**config.mk**
```make
export PLATFORM = sky130hd
export DESIGN_NAME = bcd_serial_alu
export DESIGN_NICKNAME = d
export VERILOG_FILES = /design/src/rtl/bcd_serial_alu.sv
export SDC_FILE = /design/constraint.sdc
export NUM_CORES = 1
export LEC_CHECK = 0
export ABC_AREA = 0
export BUFFER_PORTS_ARGS = -buffer_cell sky130_fd_sc_hd__buf_2
export CAP_MARGIN = 20
export CORE_ASPECT_RATIO = 1.75
export CORE_UTILIZATION = 35
export CTS_CLUSTER_DIAMETER = 50
export CTS_CLUSTER_SIZE = 14
export DETAILED_ROUTE_END_ITERATION = 8
export GPL_TIMING_DRIVEN = 0
export PLACE_DENSITY = 0.52
export SLEW_MARGIN = 20
export SYNTH_ARGS = -nofsm -noshare
export SYNTH_HDL_FRONTEND = slang
export SYNTH_SLANG_ARGS = --single-unit
```
**constraint.sdc**
```tcl
create_clock -name CLK -period 5.8 [get_ports CLK]
set_clock_uncertainty 0.15 [all_clocks]
set_input_delay 0.58 -clock CLK [delete_from_list [all_inputs] [get_ports CLK]]
set_output_delay 0.58 -clock CLK [all_outputs]
set_load 0.005 [all_outputs]
```
**src/rtl/bcd_serial_alu.sv**
```systemverilog
// Digit-serial binary/BCD adder-subtractor: one 4-bit digit per CE cycle, LSB first.
// Optional invalid-digit flag output INV when BCD_SERIAL_ALU_INVALID_EN is defined.
module bcd_serial_alu #(
  parameter int DIGITS = 4
) (
  input  logic                  CLK,
  input  logic                  RST,
  input  logic                  CE,
  input  logic                  START,
  input  logic [4*DIGITS-1:0]   A,
  input  logic [4*DIGITS-1:0]   B,
  input  logic                  CI,
  input  logic                  ADD,
  input  logic                  BCD,
  output logic [4*DIGITS-1:0]   S,
  output logic                  CO,
  output logic                  VO,
  output logic                  ZO,
  output logic                  NO,
  output logic                  BUSY,
  output logic                  DONE
`ifdef BCD_SERIAL_ALU_INVALID_EN
  ,
  output logic                  INV
`endif
);

  localparam int W  = 4 * DIGITS;
  localparam int CW = (DIGITS > 1) ? $clog2(DIGITS) : 1;

  // Handshake: START is accepted on a CE edge while idle; BUSY is high
  // for the RUN phase; DONE is high for exactly one CE-qualified cycle.
  typedef enum logic [1:0] {
    IDLE    = 2'd0,
    RUN     = 2'd1,
    DONE_ST = 2'd2
  } state_t;

  state_t          r_state;
  state_t          w_state_nxt;
  logic [W-1:0]    r_a;
  logic [W-1:0]    r_b;
  logic            r_add;
  logic            r_bcd;
  logic            r_carry;
  logic [CW-1:0]   r_cnt;
  logic [W-1:0]    r_s;
  logic            r_co;
  logic            r_vo;
  logic            r_zo;
  logic            r_no;

  logic [3:0]      w_a_dig;
  logic [3:0]      w_b_dig;
  logic [3:0]      w_b2;
  logic [4:0]      w_sum5;
  logic [3:0]      w_bs;
  logic            w_bc;
  logic            w_dc;
  logic [3:0]      w_digit;
  logic            w_cout;
  logic            w_vo;
  logic            w_last;
  logic [W-1:0]    w_s_next;

  assign w_last = (r_cnt == CW'(DIGITS - 1));

  always_comb begin
    w_a_dig  = 4'd0;
    w_b_dig  = 4'd0;
    for (int k = 0; k < DIGITS; k++) begin
      if (r_cnt == CW'(k)) begin
        w_a_dig = r_a[4*k +: 4];
        w_b_dig = r_b[4*k +: 4];
      end
    end
  end

  always_comb begin
    w_b2    = r_add ? w_b_dig : ~w_b_dig;
    w_sum5  = {1'b0, w_a_dig} + {1'b0, w_b2} + {4'd0, r_carry};
    w_bs    = w_sum5[3:0];
    w_bc    = w_sum5[4];
    w_dc    = w_bc;
    w_digit = w_bs;
    w_cout  = w_bc;
    if (r_bcd) begin
      if (r_add) begin
        w_dc    = w_bc | (w_bs[3] & (w_bs[2] | w_bs[1]));
        w_digit = w_dc ? (w_bs + 4'd6) : w_bs;
      end else begin
        // Subtract: a missing carry means a borrow, so correct by -6 (== +10 mod 16).
        w_dc    = w_bc;
        w_digit = w_dc ? w_bs : (w_bs + 4'd10);
      end
      w_cout = w_dc;
    end
    w_vo = (~(w_a_dig[3] ^ w_b2[3])) & (w_a_dig[3] ^ w_bs[3]);
  end

  always_comb begin
    w_s_next = r_s;
    for (int k = 0; k < DIGITS; k++) begin
      if (r_cnt == CW'(k)) begin
        w_s_next[4*k +: 4] = w_digit;
      end
    end
  end

  always_comb begin
    w_state_nxt = r_state;
    case (r_state)
      IDLE:    if (START) w_state_nxt = RUN;
      RUN:     if (w_last) w_state_nxt = DONE_ST;
      DONE_ST: w_state_nxt = IDLE;
      default: w_state_nxt = IDLE;
    endcase
  end

  always_ff @(posedge CLK or posedge RST) begin
    if (RST) begin
      r_state <= IDLE;
      r_a     <= '0;
      r_b     <= '0;
      r_add   <= 1'b0;
      r_bcd   <= 1'b0;
      r_carry <= 1'b0;
      r_cnt   <= '0;
      r_s     <= '0;
      r_co    <= 1'b0;
      r_vo    <= 1'b0;
      r_zo    <= 1'b0;
      r_no    <= 1'b0;
    end else if (CE) begin
      r_state <= w_state_nxt;
      case (r_state)
        IDLE: begin
          if (START) begin
            r_a     <= A;
            r_b     <= B;
            r_add   <= ADD;
            r_bcd   <= BCD;
            r_carry <= CI;
            r_cnt   <= '0;
          end
        end
        RUN: begin
          r_s     <= w_s_next;
          r_carry <= w_cout;
          r_cnt   <= r_cnt + CW'(1);
          if (w_last) begin
            r_co <= w_cout;
            r_vo <= w_vo;
            r_zo <= (w_s_next == '0);
            r_no <= w_s_next[W-1];
          end
        end
        default: ;
      endcase
    end
  end

`ifdef BCD_SERIAL_ALU_INVALID_EN
  logic r_inv;

  always_ff @(posedge CLK or posedge RST) begin
    if (RST) begin
      r_inv <= 1'b0;
    end else if (CE) begin
      if (r_state == IDLE && START) begin
        r_inv <= 1'b0;
      end else if (r_state == RUN && r_bcd &&
                   ((w_a_dig > 4'd9) || (w_b_dig > 4'd9))) begin
        r_inv <= 1'b1;
      end
    end
  end

  assign INV = r_inv;
`endif

  assign S    = r_s;
  assign CO   = r_co;
  assign VO   = r_vo;
  assign ZO   = r_zo;
  assign NO   = r_no;
  assign BUSY = (r_state == RUN);
  assign DONE = (r_state == DONE_ST);

endmodule

```
# After elaboration in Yosys (flattened, before gate mapping)
# Index checks and enable logic that the tools add are counted.
# Widths: inputs -> output; s select.
[totals]
reg_bits = 59
latch_bits = 0
ram_bits = 0
rom_bits = 0
in_bits = 39
output_inout_bits = 22
n_memories = 0
[op_classes]
n_addsub = 5
mul = 0
n_div = 0
order_cmp = 0
eq_ne = 7
shift = 0
mux = 26
bitwise_logic = 8
n_reduce_logical = 9
[ops]
columns = ["cell", "n"]
rows = [
  ["$mux 4", 17],
  ["$logic_not 16->1", 1],
  ["$reduce_and 3->1", 4],
  ["$pmux 2 s2", 2],
  ["$eq 2x2->1 const B", 3],
  ["$mux 2", 3],
  ["$add 4x4->5", 1],
  ["$add 5x1->5", 1],
  ["$add 4x3->4 const B", 1],
  ["$add 4x4->4 const B", 1],
  ["$eq 2x1->1 const B", 2],
  ["$logic_not 2->1", 2],
  ["$not 4->4", 1],
  ["$mux 1", 3],
  ["$add 2x1->2 const B", 1],
  ["$and 1x1->1", 2],
  ["$ne 2x1->1 const B", 1],
  ["$ne 2x2->1 const B", 1],
  ["$or 1x1->1", 2],
  ["$pmux 1 s2", 1],
  ["$reduce_and 2->1", 1],
  ["$reduce_bool 2->1", 1],
  ["$xor 1x1->1", 2],
  ["$not 1->1", 1],
]

# Depth between registers and ports, before layout
# Gate-level depths: netlist of the first run.
[depth]
ltp_word = 17
depth_mapped = 20
depth_no_buf = 19

# Worst setup path after synthesis of the first run
# Ideal clock, no wire load.
[synth_path]
path_kind = "register to register"
start = "register r_cnt[1]"
end = "register r_zo, in the netlist ZO"
setup_time_ns = 0.092
arrival_ns = 3.918
required_ns = 5.558
setup_slack_ns = 1.640
path_stages_with_launch = 20
n_path_buf = 2
synth_period_minus_slack_ns = 4.160
cell_sequence = "dfrtp_1 > inv_1 > ha_1 > clkbuf_1 > clkbuf_1 > nand2_1 > a21oi_1 > a21oi_1 > o21ai_0 > xnor2_1 > fa_1 > inv_1 > fa_1 > ha_1 > nor4b_1 > a31oi_1 > and4_1 > o21ai_0 > o2111ai_1 > o31ai_2"
[synth_via]
elab_chain_cells = 17
elab_cells_between_ends = 31
[synth_rtl]
columns = ["element", "line", "text"]
rows = [
  ["start: declaration", "46", "logic [CW-1:0] r_cnt;"],
  ["start signal: assignment", "150", "r_cnt <= r_cnt + CW'(1);"],
  ["branches (longest 17 deep; another with $add 4x4->5)", "--", ""],
  ["end signal: assignment", "154", "r_zo <= (w_s_next == '0);"],
  ["end: declaration", "50", "logic r_zo;"],
]
# Several ways; the timed one is not identified.
# A chain may end at the register's enable or synchronous reset.

# Final worst setup path of the first run
[layout_path]
start = "register r_cnt[1]"
end = "register r_s[10], in the netlist S[10]"
[layout_via]
elab_chain_cells = 16
elab_cells_between_ends = 26
[layout_rtl]
columns = ["element", "line", "text"]
rows = [
  ["branches (longest 15 deep; another with $add 4x4->5)", "--", ""],
  ["$mux 4 *", "104", "if (r_cnt == CW'(k)) begin"],
  ["end signal: assignment", "148", "r_s <= w_s_next;"],
  ["end: declaration", "47", "logic [W-1:0] r_s;"],
]
# Every way passes the cells marked *.

==> results.json, run 1 <==
{
  "status": "finished, violations left",
  "violations": "design-rule violations",
  "ys_async_sr_fraction_pct": 100,
  "ys_dominant_reg_cell": "dfrtp_1",
  "synth_seq_area_share_pct": 45.7,
  "finalSetupViolations": 0,
  "first_iter_violations": 100,
  "syn_inst": 313,
  "worstMarginPinSlew_ps": 617,
  "first_pass_iters": 6,
  "cp_data_arrival_time_ps": 5210,
  "wl_met1_mm": 3.01,
  "antenna_found_initial": 0,
  "period_share_pct": 88.3,
  "cts_buffer_depth": 2,
  "hold_viol_final": 0,
  "avgSynthCellArea_sq_um": 10.3,
  "dp_hpwl_mm": 6.07,
  "fill_cells": 920,
  "grt_pass1_vias": 2691,
  "cp.required_ps": 5890,
  "path_class": "flip-flop to flip-flop",
  "grt_usage_pct": 18.2,
  "cp.buffers_inverters": 4,
  "antenna_cells": 0,
  "ys_ff_latch": 59,
  "finalCriticalPeriod_ps": 5120,
  "io_buffers": 60,
  "crit_top_cell": "o21ai_0",
  "layout_common_cells": "buf_2 (64), dfrtp_1 (59), nand2_1 (37), mux2_2 (36), o21ai_0 (23)",
  "wl_per_cell_um": 15.2,
  "highest_layer": "met4",
  "rows": 46,
  "cts_resized": 0,
  "min-delay-path-class": "input port to async pin",
  "max_freq_mhz": 195,
  "grt_pass1_wl_mm": 12.8,
  "vias": 2529,
  "cpMaxStageDelayCell": "fa_1",
  "numCtsBuffers": 9,
  "post-cts-setup-buffers": 0,
  "startpoint_type": "flip-flop",
  "path_cells": "inv_1, ha_1, clkbuf_1, clkbuf_1, nand2_1, a21oi_1, a21oi_1, o21ai_0, xnor2_1, fa_1, inv_1, fa_1, ha_1, nor4b_1, a31oi_1, a311oi_1, o21ai_0, and2_1, o21ai_0",
  "holdBufCountCts": 0,
  "dpl-instance-area_sq_mm": 0.00370,
  "wl_mm": 7.72,
  "drt.antenna.violating_nets": 0,
  "final_nets": 436,
  "clk_latency_ps": 330,
  "grt_max_degree": 34,
  "route.detailed.drc": 1,
  "critPathMaxFanout": 10,
  "dieArea_sq_mm": 0.00964,
  "io_pins": 61,
  "drive_gt1_share_pct": 32.2,
  "cts_root_buf": "clkbuf_16",
  "met2_length_mm": 4.21,
  "final_common_cell": "buf_2",
  "place_congestion": 0.856,
  "h-tree-depth": 3,
  "synthesis.nets": 364,
  "die_w_um": 74.6,
  "tns_ps": 0,
  "synthTopCellsByArea": "dfrtp_1 (46%), mux2_2 (13%), nand2_1 (4.3%), ha_1 (3.9%), o21ai_0 (3.6%)",
  "clock-sinks": 59,
  "synth.largest_area_cell": "dfrtp_1",
  "wl_met3_um": 311,
  "die_h_um": 129,
  "slew_headroom_pct": 58.9,
  "slowest_delay_ps": 500,
  "initial_core_util_pct": 35.8,
  "cap_viol_max_count": 0,
  "ys_types": 50,
  "yosysTopAreaCellShare_pct": 45.7,
  "cp_top_family": "adder cells",
  "syn2layout_area_growth_pct": 23.4,
  "vias_per_cell": 4.98,
  "worstSetupEndpointType": "flip-flop",
  "core_region_area_sq_mm": 0.00904,
  "synth_warnings": 0,
  "rsz0062_at_grt": "false",
  "maxSlewViolCount": 0,
  "grt_overflow": 0,
  "cts_tree": "done",
  "clk_pin_slew_ps": 50,
  "fin_area_sq_mm": 0.00399,
  "syn_area_sq_mm": 0.00323,
  "synth_edf_count": 0
}
kinds of logic after synthesis:
logic type	Yosys count	share of synthesized area [%]
muxes	39	13.6
xor gates and xnor gates	9	2.44
and+or+nand+nor	88	13.4
DFF	59	45.7
adders and majority gates	12	5.11
buffers and inverters	32	4.34
AOI/OAI and AO/OA	74	15.4
metrics by stage:
stage	hold slack (ps)	setup slack, ps	utilization (%)	std cells
CTS	82.0	668	44.1	508
floorplan	310	1640	-	313
finish	73.1	678	44.1	508
detailed placement	314	715	41.0	494
global route	111	223	44.1	508
global placement	309	732	40.8	493
layer usage:
layer / GRT usage, % / vias to the layer above
met3: 4.67 / 16
li1: - / 1245
met5: 0 / -
met1: 18.7 / 1208
met4: 8.10 / 0
met2: 33.3 / 60
registers in the layout (all words and copies together), names as in the netlist:
signal	cells
VO	1
r_b	16
NO	1
r_add	1
r_bcd	1
r_a	16
r_cnt	2
S	16
ZO	1
CO	1
r_state	2
r_carry	1
worst register-to-register path, delay by kind of cell, from the launching register on:
kind | cells | cell delay (ps)
buf+inv | 4 | 1070
simple gates | 3 | 650
flops | 1 | 390
fa+ha+maj | 4 | 1460
compound gates | 7 | 1180
xor+xnor | 1 | 120
cells in the mapped netlist, types with 3 or more instances:
library cell	count
a21o_1	4
a21oi_1	21
and4_1	3
buf_2	4
clkbuf_1	12
dfrtp_1	59
ha_1	10
inv_1	14
mux2_2	36
nand2_1	37
nand3b_1	4
nor2_1	22
nor3_1	4
nor4_1	4
o21ai_0	23
xnor2_1	6
xor2_1	3
path summary, 6_finish.rpt:
path	startpoint	end	slack, ps	depth (start not counted)
worst max-delay path	r_cnt[1]	S[10]	680	19
worst min-delay path	RST	r_b[6]	70	2
worst max register to register	r_cnt[1]	S[10]	680	19
worst min register to register	S[13]	S[13]	320	2
max in group asynchronous	RST	S[2]	4930	3
min in group CLK	BCD	r_bcd	300	3
cell type report:
class / count / area, sq um / share of cell area (%)
flip-flops and latches: 59 / 1480 / 37.0
well taps: 120 / 150 / 3.76
repair buffers: 61 / 320 / 8.03
multi-input cells: 222 / 1620 / 40.5
plain buffers: 18 / 87.6 / 2.20
clock inverters: 2 / 37.5 / 0.941
clock buffers: 12 / 246 / 6.18
inverters: 14 / 55.1 / 1.38
Power of run 1 is not shown: default switching activity piles up to over one toggle a cycle in this logic, so the estimate is an artifact.
==> inputs of run 2 (changes only) <==
--- a/config.mk
+++ b/config.mk
@@ -14,8 +14,7 @@
 export CTS_CLUSTER_SIZE = 14
 export DETAILED_ROUTE_END_ITERATION = 8
 export GPL_TIMING_DRIVEN = 0
-export PLACE_DENSITY = 0.52
-export SLEW_MARGIN = 20
+export PLACE_DENSITY = 0.54
 export SYNTH_ARGS = -nofsm -noshare
 export SYNTH_HDL_FRONTEND = slang
 export SYNTH_SLANG_ARGS = --single-unit
==> constraint.sdc (replaced) <==
create_clock -name CLK -period 4.4 [get_ports CLK]
set_clock_uncertainty 0.15 [all_clocks]
set_input_delay 0.44 -clock CLK [delete_from_list [all_inputs] [get_ports CLK]]
set_output_delay 0.44 -clock CLK [all_outputs]
set_load 0.005 [all_outputs]
==> run 2 against run 1 <==
The run now ends clean. Register-to-register slack worse by 410 ps. Die area stayed put. Critical path depth is 2 lower. Final cell count is 0.20% higher. Setup slack worse by 410 ps.
==> results.json, run 2 (same netlist as run 1, synthesis figures left out) <==
{
  "status": "finished clean",
  "clk_latency_ps": 330,
  "route.detailed.drc": 0,
  "die_h_um": 129,
  "cts_tree": "done",
  "startpoint_type": "flip-flop",
  "first_iter_violations": 74,
  "hold_viol_final": 0,
  "syn2layout_area_growth_pct": 25.8,
  "antenna_found_initial": 0,
  "met2_length_mm": 4.31,
  "period_share_pct": 94.0,
  "io_buffers": 60,
  "cts_root_buf": "clkbuf_16",
  "setup_ws_ps": 264,
  "worstMarginPinSlew_ps": 671,
  "die_w_um": 74.6,
  "grt_max_degree": 32,
  "drive_gt1_share_pct": 37.0,
  "clock-sinks": 59,
  "grt_pass1_wl_mm": 12.6,
  "cp_data_arrival_time_ps": 4230,
  "layout_common_cells": "buf_2 (65), dfrtp_1 (58), nand2_1 (37), mux2_2 (36), nor2_1 (22)",
  "cp.required_ps": 4490,
  "first_pass_iters": 4,
  "finalSetupViolations": 0,
  "vias": 2565,
  "clk_pin_slew_ps": 50,
  "cap_viol_max_count": 0,
  "maxSlewViolCount": 0,
  "max_freq_mhz": 242,
  "min-delay-path-class": "input port to async pin",
  "h-tree-depth": 3,
  "vias_per_cell": 5.04,
  "rows": 46,
  "initial_core_util_pct": 35.8,
  "grt_usage_pct": 17.8,
  "critPathMaxFanout": 10,
  "drt.antenna.violating_nets": 0,
  "worstSetupEndpointType": "flip-flop",
  "io_pins": 61,
  "numCtsBuffers": 9,
  "slew_headroom_pct": 55.2,
  "place_ws_ps": -664,
  "dp_hpwl_mm": 6.03,
  "place_congestion": 0.833,
  "final_nets": 437,
  "wl_mm": 7.80,
  "path_class": "flip-flop to flip-flop",
  "highest_layer": "met4",
  "core_region_area_sq_mm": 0.00904,
  "wl_met1_mm": 2.97,
  "grt_overflow": 0,
  "dieArea_sq_mm": 0.00964,
  "wl_per_cell_um": 15.3,
  "antenna_cells": 0,
  "finalCriticalPeriod_ps": 4140,
  "grt_pass1_vias": 2615,
  "cts_buffer_depth": 2,
  "holdBufCountCts": 0,
  "wl_met3_um": 294,
  "final_common_cell": "buf_2"
}
run 2: changes by cell type in the layout (fill, tap and decap cells not counted), moves of 2 or more:
cell      delta
fa_1         -2
o21ai_1      +3
clkbuf_4     +2
clkbuf_1     -7
o21ai_0      -4
fa_2         +2
ha_1         -3
ha_2         +2
buf_4        +2
clkbuf_2     +2
run 2: repair_timing:
item                       4_1_cts  5_1_grt
setup endpoints to repair       16       15
pin swaps                        1        1
buffers inserted                 1        1
resized for setup               18       10
run 2: worst paths after layout:
path | startpoint | end | slack (ps) | depth (start not counted)
max | r_cnt[0] | S[14] | 260 | 17
min | RST | NO | 60 | 2
max reg2reg | r_cnt[0] | S[14] | 260 | 17
min reg2reg | S[12] | S[12] | 310 | 2
max in group asynchronous | RST | r_bcd | 3440 | 3
min in group CLK | BCD | r_bcd | 170 | 3
run 2: worst max-delay path: stages, from the launching register on:
cell	delay (ps)
dfrtp_2	440
inv_1	90
ha_1	160
buf_2	230
clkbuf_4	250
a21oi_1	90
o21ai_1	170
xnor2_1	120
fa_2	430
inv_1	80
fa_2	490
ha_2	260
nor3b_1	200
mux2i_1	130
a311oi_1	290
o21ai_1	120
and2_4	200
o21ai_0	140
run 2: per-stage QoR:
| step | instances | setup TNS [ps] | utilization [%] | area (sq um) | hold WS [ps] |
|---|---|---|---|---|---|
| 2_1_floorplan | 313 | 0 | - | 3230 | 310 |
| 3_3_place_gp | 493 | -8200 | 40.8 | 3680 | 311 |
| 3_5_place_dp | 494 | -8920 | 41.0 | 3700 | 309 |
| 4_1_cts | 508 | 0 | 44.7 | 4040 | 85.9 |
| 5_1_grt | 509 | -24.2 | 45.0 | 4070 | 131 |
| 6_report | 509 | 0 | 45.0 | 4070 | 64.8 |
run 2: layer usage:
layer	vias up	global-route usage, %
met4	0	7.88
met5	-	0
met3	13	4.59
met2	62	31.8
met1	1241	19.3
li1	1249	-
run 2: final cells by class:
type | instances | area (sq um)
well taps | 120 | 150
fillers | 921 | 4970
plain buffers | 17 | 105
clock inverters | 2 | 37.5
flip-flops and latches | 59 | 1480
repair buffers | 63 | 335
clock buffers | 12 | 246
multi-input cells | 222 | 1660
inverters | 14 | 52.6
Power of run 2 is left out for the same reason.
==> inputs of run 3 (changes only) <==
--- a/config.mk
+++ b/config.mk
@@ -9,6 +9,7 @@
 export BUFFER_PORTS_ARGS = -buffer_cell sky130_fd_sc_hd__buf_2
 export CAP_MARGIN = 20
 export CORE_ASPECT_RATIO = 1.75
+export CORE_MARGIN = 3
 export CORE_UTILIZATION = 35
 export CTS_CLUSTER_DIAMETER = 50
 export CTS_CLUSTER_SIZE = 14
==> constraint.sdc (replaced) <==
create_clock -name CLK -period 4.4 [get_ports CLK]
set_clock_uncertainty 0.15 [all_clocks]
set_input_delay 0.88 -clock CLK [delete_from_list [all_inputs] [get_ports CLK]]
set_output_delay 0.88 -clock CLK [all_outputs]
set_load 0.005 [all_outputs]
==> run 3 against run 2 <==
Non-clock buffer count stayed put. Via count rose by 0.16%. Maximum frequency down 0.47%. Count of clock-buffer cells in the layout decreased by 1. Global-route usage fell by 1.6 points. Hold slack better by 260 ps.
==> results.json, run 3 (same netlist as run 1, synthesis figures left out) <==
{
  "status": "finished clean",
  "wl_per_cell_um": 15.3,
  "io_buffers": 60,
  "initial_core_util_pct": 36.6,
  "startpoint_type": "flip-flop",
  "clk_pin_slew_ps": 50,
  "hold_viol_final": 0,
  "final_nets": 437,
  "cts_tree": "done",
  "worstSetupEndpointType": "flip-flop",
  "cts_root_buf": "clkbuf_16",
  "syn2layout_area_growth_pct": 26.8,
  "reg2reg_from": "r_cnt[0]",
  "period_share_pct": 94.5,
  "cap_viol_max_count": 0,
  "drive_gt1_share_pct": 37.7,
  "grt_usage_pct": 16.2,
  "r2r-end": "ZO",
  "clk_latency_ps": 330,
  "numCtsBuffers": 9,
  "dp_hpwl_mm": 5.98,
  "vias_per_cell": 5.07,
  "hold_path_depth": 2,
  "antenna_cells": 0,
  "r2r_slack_ps": 240,
  "grt_pass1_vias": 2645,
  "die_h_um": 133,
  "place_ws_ps": -651,
  "place_congestion": 0.828,
  "slew_headroom_pct": 61.1,
  "grt_max_degree": 41,
  "die_w_um": 78.6,
  "setup_ws_ps": 244,
  "clock-sinks": 59,
  "wl_mm": 7.76,
  "max_freq_mhz": 241,
  "finalSetupViolations": 0,
  "final_common_cell": "buf_2",
  "cp_top_family": "adder cells",
  "first_iter_violations": 123,
  "dieArea_sq_mm": 0.0105,
  "vias": 2569,
  "cp_data_arrival_time_ps": 4250,
  "hold-path-endpoint": "S[14]",
  "fill_cells": 874,
  "core_region_area_sq_mm": 0.00884,
  "min_from": "S[14]",
  "drt.antenna.violating_nets": 0,
  "io_pins": 61,
  "maxSlewViolCount": 0,
  "path_class": "flip-flop to flip-flop",
  "r2r_cells": 17,
  "cts_buffer_depth": 2,
  "route.detailed.drc": 0,
  "worstMarginPinSlew_ps": 583,
  "cp.buffers_inverters": 4,
  "grt_overflow": 0,
  "layout_common_cells": "buf_2 (64), dfrtp_1 (58), nand2_1 (37), mux2_2 (36), nor2_1 (22)",
  "cpMaxStageDelayCell": "fa_2",
  "first_pass_iters": 4,
  "critPathMaxFanout": 10,
  "finalCriticalPeriod_ps": 4160,
  "path_cells": "inv_2, ha_4, buf_6, nand3b_1, a21oi_1, a21oi_1, o21ai_1, xnor2_1, fa_2, inv_1, fa_2, ha_4, buf_4, o311ai_4, o211ai_2, mux2_4, o31ai_2",
  "holdBufCountCts": 0,
  "rows": 45,
  "h-tree-depth": 3,
  "min-delay-path-class": "flip-flop to flip-flop",
  "slowest_delay_ps": 510,
  "cp.required_ps": 4490,
  "antenna_found_initial": 0,
  "grt_pass1_wl_mm": 13.0
}
==> run 3: changes by cell type in the layout (fill, tap and decap cells not counted), moves of 2 or more <==
cell / previous run / this run
buf_6: 2 / 5
ha_2: 2 / 0
ha_4: 1 / 3
inv_1: 13 / 11
inv_2: 1 / 3
o21ai_0: 19 / 21
==> run 3: metrics by stage <==
| step | hold WS [ps] | setup TNS [ps] | instance area (sq um) | util (%) | instances |
|---|---|---|---|---|---|
| after floorplan | 310 | 0 | 3230 | - | 313 |
| after global placement | 307 | -7420 | 3680 | 41.6 | 490 |
| after detailed placement | 317 | -8410 | 3700 | 41.8 | 491 |
| after CTS | 329 | 0 | 4030 | 45.5 | 506 |
| after global routing | 347 | -8.45 | 4100 | 46.4 | 507 |
| final | 322 | 0 | 4100 | 46.4 | 507 |
==> run 3: final cells by class <==
type	count	area, sq um	area share, %
clock buffer	11	243	5.92
sequential	59	1480	36.1
clock inverter	4	51.3	1.25
inverter	14	52.6	1.28
timing repair buffer	63	335	8.18
tap	117	146	3.57
buffer	17	115	2.81
multi-input combinational	222	1680	40.9
==> run 3: repair_timing <==
item,4_1_cts,5_1_grt
setup buffers,1,1
gates resized for setup,15,25
endpoints found under the setup margin,16,14
pin swaps,1,2
==> run 3: routing by layer <==
layer	up-vias	GRT usage, %	share of wire (%)
li1	1257	-	-
met1	1230	17.6	39
met2	68	28.9	54
met3	14	3.38	4.2
met4	0	8.46	2.7
met5	-	0	0
==> run 3: worst max path at each step <==
stage,start,end,slack (ps),cells past startpoint
6_report,r_cnt[0],ZO,240,17
2_1_floorplan,r_cnt[1],ZO,240,19
3_3_place_gp,r_cnt[1],S[14],-610,19
5_1_grt,r_cnt[0],S[6],-4,18
4_1_cts,r_cnt[0],S[2],10,19
3_5_place_dp,r_cnt[1],S[14],-650,20
==> run 3: tightest hold or removal path: stages, from the launching register on <==
cell and delay (ps):
dfrtp_1 330, nand2_1 40, o21ai_0 60
Power of run 3 is left out for the same reason.
